--- config.mk ---
export PLATFORM = sky130hd
export DESIGN_NAME = uart_rx_frac
export DESIGN_NICKNAME = d
export VERILOG_FILES = /design/src/rtl/uart_rx_frac.sv
export SDC_FILE = /design/constraint.sdc
export NUM_CORES = 1
export LEC_CHECK = 0
export CORE_ASPECT_RATIO = 1.1
export CORE_MARGIN = 5
export CORE_UTILIZATION = 28
export DETAILED_ROUTE_END_ITERATION = 10
export PLACE_DENSITY = 0.41
export SLEW_MARGIN = 20
export SYNTH_ARGS = -nofsm -noshare
export SYNTH_HDL_FRONTEND = slang
export SYNTH_SLANG_ARGS = --single-unit
--- constraint.sdc ---
create_clock -name clk -period 5.13 [get_ports clk]
set_clock_uncertainty 0.05 [all_clocks]
set_input_delay 0.513 -clock clk [delete_from_list [all_inputs] [get_ports clk]]
set_output_delay 0.513 -clock clk [all_outputs]
set_load 0.03 [all_outputs]
--- src/rtl/uart_rx_frac.sv ---
`timescale 1ns/1ps
// uart_rx_frac: UART receiver. A fractional phase accumulator makes the
// oversample tick, each bit value is a 3-sample majority vote around mid-bit,
// and one received word is held behind a valid/ready handshake with a sticky
// overrun flag.
// Optional feature: define UART_RX_PARITY_EN to receive and check one parity
// bit after the data bits.
module uart_rx_frac #(
  parameter int CLK_FREQ  = 100000000,
  parameter int BAUD_RATE = 115200,
  parameter int OVS       = 16,
  parameter int DATA_BITS = 8,
  parameter int STOP_BITS = 1
) (
  input  logic                 clk,
  input  logic                 reset,
  input  logic                 rx_pin,
  input  logic                 parity_odd,
  output logic [DATA_BITS-1:0] rx_data,
  output logic                 rx_valid,
  input  logic                 rx_ready,
  output logic                 frame_err,
  output logic                 parity_err,
  output logic                 overrun,
  output logic                 busy
);

  // Rounded increment: BAUD_RATE*OVS*2^32/CLK_FREQ, evaluated in 64 bits.
  localparam logic [63:0] INC_WIDE =
    (((64'(BAUD_RATE) * 64'(OVS)) << 32) + (64'(CLK_FREQ) >> 1)) / 64'(CLK_FREQ);
  localparam logic [31:0] INC       = INC_WIDE[31:0];
  localparam logic [3:0]  T_S0      = 4'(OVS / 2 - 1);
  localparam logic [3:0]  T_S1      = 4'(OVS / 2);
  localparam logic [3:0]  T_VOTE    = 4'(OVS / 2 + 1);
  localparam logic [3:0]  T_LAST    = 4'(OVS - 1);
  localparam logic [3:0]  BIT_LAST  = 4'(DATA_BITS - 1);
  localparam logic [3:0]  STOP_LAST = 4'(STOP_BITS - 1);

  typedef enum logic [2:0] {
    ST_IDLE   = 3'd0,
    ST_START  = 3'd1,
    ST_DATA   = 3'd2,
`ifdef UART_RX_PARITY_EN
    ST_PARITY = 3'd3,
`endif
    ST_STOP   = 3'd4
  } state_t;

  function automatic logic maj3(input logic a, input logic b, input logic c);
    return (a & b) | (a & c) | (b & c);
  endfunction

`ifdef UART_RX_PARITY_EN
  // 1 means the data, parity bit and parity mode disagree.
  function automatic logic parity_calc(input logic [DATA_BITS-1:0] d,
                                       input logic p, input logic odd);
    return (^d) ^ p ^ odd;
  endfunction
`endif

  logic [31:0]          acc_r;
  logic [32:0]          acc_sum_s;
  logic                 tick_s;
  logic                 sync1_r, sync2_r, rx_s;
  state_t               state_r, state_next_s;
  logic [3:0]           tick_cnt_r, bit_cnt_r;
  logic [DATA_BITS-1:0] shift_r;
  logic                 samp_a_r, samp_b_r, ferr_acc_r;
  logic                 vote_s, at_vote_s, bit_end_s, done_s, load_s, hs_s;
  logic                 frame_err_s, parity_err_s;
  logic [DATA_BITS-1:0] rx_data_r;
  logic                 rx_valid_r, frame_err_r, parity_err_r, overrun_r, busy_r;
`ifdef UART_RX_PARITY_EN
  logic                 par_bit_r;
`else
  logic                 unused_parity_odd_s;
  assign unused_parity_odd_s = parity_odd;
`endif

  assign acc_sum_s = {1'b0, acc_r} + {1'b0, INC};
  assign tick_s    = acc_sum_s[32];
  assign rx_s      = sync2_r;
  assign at_vote_s = tick_s && (tick_cnt_r == T_VOTE);
  assign bit_end_s = tick_s && (tick_cnt_r == T_LAST);
  assign vote_s    = maj3(samp_a_r, samp_b_r, rx_s);

  // Phase accumulator; its carry out is the oversample tick.
  always_ff @(posedge clk) begin
    if (reset) acc_r <= 32'd0;
    else       acc_r <= acc_sum_s[31:0];
  end

  // Two-flop synchronizer for the asynchronous line, idling high.
  always_ff @(posedge clk) begin
    if (reset) begin
      sync1_r <= 1'b1;
      sync2_r <= 1'b1;
    end else begin
      sync1_r <= rx_pin;
      sync2_r <= sync1_r;
    end
  end

  // State register.
  always_ff @(posedge clk) begin
    if (reset) state_r <= ST_IDLE;
    else       state_r <= state_next_s;
  end

  // Next-state logic; a frame completes at the last stop bit's vote point.
  always_comb begin
    state_next_s = state_r;
    done_s       = 1'b0;
    case (state_r)
      ST_IDLE: begin
        if (tick_s && !rx_s) state_next_s = ST_START;
        else                  state_next_s = ST_IDLE;
      end
      ST_START: begin
        if (at_vote_s && vote_s) state_next_s = ST_IDLE;
        else if (bit_end_s)      state_next_s = ST_DATA;
        else                     state_next_s = ST_START;
      end
      ST_DATA: begin
`ifdef UART_RX_PARITY_EN
        if (bit_end_s && (bit_cnt_r == BIT_LAST)) state_next_s = ST_PARITY;
`else
        if (bit_end_s && (bit_cnt_r == BIT_LAST)) state_next_s = ST_STOP;
`endif
        else                                      state_next_s = ST_DATA;
      end
`ifdef UART_RX_PARITY_EN
      ST_PARITY: begin
        if (bit_end_s) state_next_s = ST_STOP;
        else           state_next_s = ST_PARITY;
      end
`endif
      ST_STOP: begin
        if (at_vote_s && (bit_cnt_r == STOP_LAST)) begin
          state_next_s = ST_IDLE;
          done_s       = 1'b1;
        end else begin
          state_next_s = ST_STOP;
        end
      end
      default: state_next_s = ST_IDLE;
    endcase
  end

  // Output decode: handshake, load decision and the flags of the finished word.
  always_comb begin
    hs_s        = rx_valid_r && rx_ready;
    load_s      = done_s && (!rx_valid_r || rx_ready);
    frame_err_s = ferr_acc_r | ~vote_s;
`ifdef UART_RX_PARITY_EN
    parity_err_s = parity_calc(shift_r, par_bit_r, parity_odd);
`else
    parity_err_s = 1'b0;
`endif
  end

  // Bit timing, sampling, data shifting and stop-bit error accumulation.
  always_ff @(posedge clk) begin
    if (reset) begin
      tick_cnt_r <= 4'd0;
      bit_cnt_r  <= 4'd0;
      shift_r    <= '0;
      samp_a_r   <= 1'b1;
      samp_b_r   <= 1'b1;
      ferr_acc_r <= 1'b0;
`ifdef UART_RX_PARITY_EN
      par_bit_r  <= 1'b0;
`endif
    end else if (state_r == ST_IDLE) begin
      tick_cnt_r <= 4'd0;
      bit_cnt_r  <= 4'd0;
      ferr_acc_r <= 1'b0;
    end else if (tick_s) begin
      tick_cnt_r <= bit_end_s ? 4'd0 : tick_cnt_r + 4'd1;
      if (tick_cnt_r == T_S0) samp_a_r <= rx_s;
      if (tick_cnt_r == T_S1) samp_b_r <= rx_s;
      if (at_vote_s) begin
        case (state_r)
          ST_DATA:   shift_r <= {vote_s, shift_r[DATA_BITS-1:1]};
`ifdef UART_RX_PARITY_EN
          ST_PARITY: par_bit_r <= vote_s;
`endif
          ST_STOP:   if (!vote_s) ferr_acc_r <= 1'b1;
          default:   ;
        endcase
      end
      if (bit_end_s) begin
        case (state_r)
          ST_DATA: bit_cnt_r <= (bit_cnt_r == BIT_LAST) ? 4'd0 : bit_cnt_r + 4'd1;
          ST_STOP: bit_cnt_r <= bit_cnt_r + 4'd1;
          default: ;
        endcase
      end
    end
  end

  // Held word, valid handshake, sticky overrun and busy flag.
  always_ff @(posedge clk) begin
    if (reset) begin
      rx_data_r    <= '0;
      rx_valid_r   <= 1'b0;
      frame_err_r  <= 1'b0;
      parity_err_r <= 1'b0;
      overrun_r    <= 1'b0;
      busy_r       <= 1'b0;
    end else begin
      if (load_s) begin
        rx_data_r    <= shift_r;
        frame_err_r  <= frame_err_s;
        parity_err_r <= parity_err_s;
        rx_valid_r   <= 1'b1;
      end else if (hs_s) begin
        rx_valid_r   <= 1'b0;
      end
      if (done_s && rx_valid_r && !rx_ready) overrun_r <= 1'b1;
      else if (hs_s && !done_s)              overrun_r <= 1'b0;
      busy_r <= (state_next_s != ST_IDLE);
    end
  end

  assign rx_data    = rx_data_r;
  assign rx_valid   = rx_valid_r;
  assign frame_err  = frame_err_r;
  assign parity_err = parity_err_r;
  assign overrun    = overrun_r;
  assign busy       = busy_r;

endmodule

* After elaboration in Yosys (flattened, before gate mapping)
Index checks and enable logic that the tools add are counted.
** Word-level totals
- Output and inout bits :: 13
- Logic and storage cells :: 77
- Flip-flop bits (word level) :: 68
- Input port bits :: 5
** Cells by class
- Equal/unequal tests :: 8
- Bitwise operators :: 8
- Add/sub/neg operators :: 3
- Mux-type cells :: 15
- Reductions and logical operators :: 28
** Operators with widths (number)
- adder 32 x 27 -> 33 bit, second input constant :: 1
- equality test 4 bit, second input constant :: 3
- one-hot mux 3 bit (4 select lines) :: 1
- logical AND 1 bit :: 11
- AND reduction 3 bit :: 3
- adder 4 x 1 -> 4 bit, second input constant :: 2
- equality test 4 x 3 -> 1 bit, second input constant :: 2
- 2-to-1 mux 4 bit :: 2
- one-hot mux 4 bit (2 select lines) :: 1
- AND reduction 4 bit :: 2
- 2-to-1 mux 1 bit :: 7
- 2-to-1 mux 3 bit :: 2
- nonzero test 2 bit :: 3
- logical NOT 1 bit :: 4
- logical NOT 4 bit :: 1
- 2-to-1 mux 2 bit :: 2
- AND 1 bit :: 3
- equality test 3 x 1 -> 1 bit, second input constant :: 1
- equality test 3 x 2 -> 1 bit, second input constant :: 1
- equality test 3 bit, second input constant :: 1
- logical NOT 3 bit :: 1
- OR 1 bit :: 3
- nonzero test 3 bit :: 1
- inverter 1 bit :: 2
- 2 further kinds :: 2

* Depth between registers and ports, before layout
- Depth in word-level cells :: 9
- Mapped depth :: 9

* Worst setup path after synthesis
Ideal clock, no wire load.
- Kind :: flip-flop to flip-flop
- Start point :: register acc_r[0]
- End point :: register rx_data_r[0], in the netlist rx_data[0]
- Slack :: 2808 ps
- Arrival :: 2144 ps
- Clock period less this slack :: 2322 ps
- Cell stages (with the launch flop) :: 10
- Cell sequence :: dfxtp_1 > ha_1 > o211a_1 > o311a_1 > o31a_1 > buf_6 > o2111ai_1 > buf_4 > mux2i_1 > nor2_1
** Between the ends
- Longest elaborated chain between the ends :: 6
** RTL lines
- start: declaration :: RTL line 61 : logic [31:0] acc_r;
- start signal: assignment :: RTL line 90 : else acc_r <= acc_sum_s[31:0];
- adder 32 x 27 -> 33 bit :: RTL line 80 : assign acc_sum_s = {1'b0, acc_r} + {1'b0, INC};
- logical AND 1 bit :: RTL line 83 : assign at_vote_s = tick_s && (tick_cnt_r == T_VOTE);
- logical AND 1 bit :: RTL line 139 : if (at_vote_s && (bit_cnt_r == STOP_LAST)) begin
- 2-to-1 mux 1 bit :: RTL line 139
- 2-to-1 mux 1 bit :: RTL line 114 : case (state_r)
- logical AND 1 bit :: RTL line 153 : load_s = done_s && (!rx_valid_r || rx_ready);
- end signal: assignment :: RTL line 213 : rx_data_r <= shift_r;
- end: declaration :: RTL line 71 : logic [DATA_BITS-1:0] rx_data_r;
Every way passes these cells.
A chain may end at the register's enable or synchronous reset.

* Worst setup path after layout
- Start point :: register acc_r[0]
- End point :: register tick_cnt_r[1]
** Between the ends
- Longest elaborated chain between the ends :: 3
** RTL lines
- adder 32 x 27 -> 33 bit (*) :: RTL line 80
- logical AND 1 bit :: RTL line 84 : assign bit_end_s = tick_s && (tick_cnt_r == T_LAST);
- 2-to-1 mux 4 bit :: RTL line 179 : tick_cnt_r <= bit_end_s ? 4'd0 : tick_cnt_r + 4'd1;
- end signal: assignment :: RTL line 179
- end: declaration :: RTL line 66 : logic [3:0] tick_cnt_r, bit_cnt_r;
Mark *: on every way between the ends. The rest lies on a longest branch, timed or not.

==> impl_metrics.env <==
export IMPL_hpwl_mm=4.538
export IMPL_min_period_over_period=0.5126
export IMPL_cts_buffer_depth=2
export IMPL_cts_sinks=68
export IMPL_syn_area_sq_um=3162
export IMPL_async_reset_ff_frac=0
export IMPL_routabilityCongestion=0.7520
export IMPL_overflow=0
export IMPL_core_rowCount=40
export IMPL_core_area_sq_um=11010
export IMPL_synth_seq_area_share=0.4306
export IMPL_portBuffers=15
export IMPL_synth_cells=350
export IMPL_hold_ws_ns=0.3643
export IMPL_p_leak_nw=1.497
export IMPL_avgSynthCellArea_sq_um=9.034
export IMPL_hold_violations=0
export IMPL_setup_viol=0
export IMPL_fill_cells=1169
export IMPL_drtIter0Drc=85
export IMPL_layout_min_cycle_time_ns=2.630
export IMPL_drt_first_pass_iters=4
export IMPL_setup_tns_ns=0
export IMPL_clk_pin_slew_ns=0.06
export IMPL_wl_per_cell_microns=13.03
export IMPL_maxSlewHeadroom=0.6289
export IMPL_cts_tree="done"
export IMPL_fmax_mhz=380.3
export IMPL_antenna_cells=0
export IMPL_cp_end_kind="flop"
export IMPL_layout_nets=370
export IMPL_antenna_found_initial=0
export IMPL_cts_hold_buf=0
export IMPL_fin_total_pwr_mw=1.687
export IMPL_hold_path_class="flop to flop"
export IMPL_cts_max_level=3
export IMPL_grt_start_max_net_pins=39
export IMPL_grt_pass1_wl_mm=11.59
export IMPL_synth_edf_count=0
export IMPL_clk_latency_ns=0.33
export IMPL_drive_above_1_share=0.07692
export IMPL_root_buffer="clkbuf_16"
export IMPL_final_antenna_net_count=0
export IMPL_startpoint_type="flop"
export IMPL_ios=18
export IMPL_fp_dieH_microns=121.5
export IMPL_grt_pass1_vias=2394
export IMPL_rsz0062_at_grt="false"
export IMPL_synth_seq_cells=68
export IMPL_tightestPinTransition_ns=0.5524
export IMPL_syn_nets=361
export IMPL_dp_slack_ns=2.479
export IMPL_status="complete, no violations"
export IMPL_synth_distinct_cells=61
export IMPL_cp_required_ns=5.29
export IMPL_ys_flop_type="dfxtp_1"
export IMPL_syn_to_final_growth_pct=18.68
export IMPL_final_max_slew_violation_count=0
export IMPL_dieArea_sq_um=13520
export IMPL_cts_repair_timing_setup_buffer_count=0
export IMPL_via_per_inst=4.800
export IMPL_worstPathArrival_ns=2.79
export IMPL_power_density_nw_per_um2=449.6
export IMPL_setup_ws_ns=2.500
export IMPL_initial_core_util=0.2872
export IMPL_drc=0
export IMPL_vias=2453
export IMPL_cts_buffers=9
export IMPL_die_x_microns=111.3
export IMPL_cap_viol_max_count=0
export IMPL_ir_drop_uv=142.7
export IMPL_grt_usage=0.1042
export IMPL_setup_worst_path_class="flop to flop"
export IMPL_cts_resized=0
export IMPL_cp_max_fo=13
export IMPL_wl_mm=6.658
export IMPL_yosysWarnings=0
worst max-delay path, cell delays in order (launching register included):
cell and delay, ns:
dfxtp_1 0.32, ha_1 0.23, o211a_1 0.26, o311a_1 0.39, o31a_1 0.44, o211ai_2 0.52, mux2i_1 0.24, nor2_1 0.05
logic make-up after synthesis:
logic type / Yosys count / synth area share
DFF: 68 / 0.4306
xor gates and xnor gates: 21 / 0.05817
other: 1 / 0.001186
AOI/OAI and AO/OA: 69 / 0.1603
buffers and inverters: 28 / 0.04076
adders and majority gates: 7 / 0.02691
muxes: 22 / 0.07044
and+or+nand+nor: 134 / 0.2117
registers in the layout, indices dropped and copies added (netlist names), 3 cells and up:
register,count
tick_cnt_r,4
bit_cnt_r,4
shift_r,8
state_r,3
acc_r,32
rx_data,8
cell usage after synthesis, types with 2 or more instances:
cell type | instances | area share
a211o_1 | 3 | 0.0083
a21o_1 | 3 | 0.0071
a21oi_1 | 15 | 0.024
a31o_1 | 2 | 0.0055
a31oi_1 | 4 | 0.0079
and3_1 | 3 | 0.0059
and3b_1 | 2 | 0.0055
and4_1 | 2 | 0.0055
buf_2 | 4 | 0.0063
buf_4 | 3 | 0.0071
clkbuf_1 | 10 | 0.012
dfxtp_1 | 68 | 0.43
ha_1 | 6 | 0.024
inv_1 | 9 | 0.011
mux2i_1 | 20 | 0.063
nand2_1 | 15 | 0.018
nand3_1 | 6 | 0.0095
nand3b_1 | 3 | 0.0071
nand4_1 | 4 | 0.0079
nor2_1 | 58 | 0.069
nor2b_1 | 6 | 0.012
nor3_1 | 7 | 0.011
nor3b_1 | 6 | 0.014
nor4_1 | 2 | 0.0040
o2111ai_1 | 6 | 0.017
o211ai_1 | 2 | 0.0047
o21a_1 | 3 | 0.0071
o21ai_0 | 10 | 0.016
o21ai_1 | 3 | 0.0047
o311a_1 | 2 | 0.0063
o31ai_1 | 2 | 0.0047
or2_1 | 3 | 0.0059
or2_2 | 4 | 0.0079
or3_1 | 7 | 0.014
or4_1 | 2 | 0.0047
xnor2_1 | 13 | 0.036
xor2_1 | 8 | 0.022
final timing paths:
| check | from | end | slack [ns] | cells past startpoint |
|---|---|---|---|---|
| max | acc_r[0] | tick_cnt_r[1] | 2.50 | 7 |
| min reg2reg | sync1_r | rx_s | 0.36 | 1 |
| min | sync1_r | rx_s | 0.36 | 1 |
| max reg2reg | acc_r[0] | tick_cnt_r[1] | 2.50 | 7 |
through the flow:
| stage | cell area [sq um] | instances | util |
|---|---|---|---|
| after CTS | 3752 | 511 | 0.3408 |
| after global routing | 3752 | 511 | 0.3408 |
| after global placement | 3411 | 495 | 0.3098 |
| after floorplan | 3162 | 350 | - |
| final | 3752 | 511 | 0.3408 |
| after detailed placement | 3411 | 495 | 0.3098 |
cell type report:
class                   instances  area [sq um]  share of cell area
well taps                     147         183.9             0.04902
repair buffers                 17         160.2             0.04268
multi-input cells             254          1672              0.4455
flip-flops and latches         68          1361              0.3628
clock buffers                  10         229.0             0.06102
clock inverters                 6         112.6             0.03001
inverters                       9         33.78            0.009003
per-layer routing:
metal  track usage  routed length, microns
met2        0.1637                    2983
met4       0.04563                     104
met1        0.1365                    3398
met3       0.02444                     172
met5             0                       0
power by group:
part           switching (mW)  leakage (nW)  internal (mW)  total (mW)
registers              0.0915         0.556          0.595       0.686
clock network           0.235         0.167          0.476       0.711
logic                   0.151         0.775          0.139       0.290
layout by cell type (no fill, tap or decap), types with 4 or more instances in the layout:
cell type,n
a21oi_1,15
a31oi_1,4
clkbuf_16,9
clkdlybuf4s50_1,14
dfxtp_1,68
ha_1,6
inv_1,9
mux2i_1,20
nand2_1,15
nand3_1,6
nand4_1,4
nor2_1,58
nor2b_1,6
nor3_1,7
nor3b_1,6
o2111ai_1,6
o21ai_0,10
or2_2,4
or3_1,7
xnor2_1,13
xor2_1,8
Note: power is estimated with default switching activity, not from simulation.
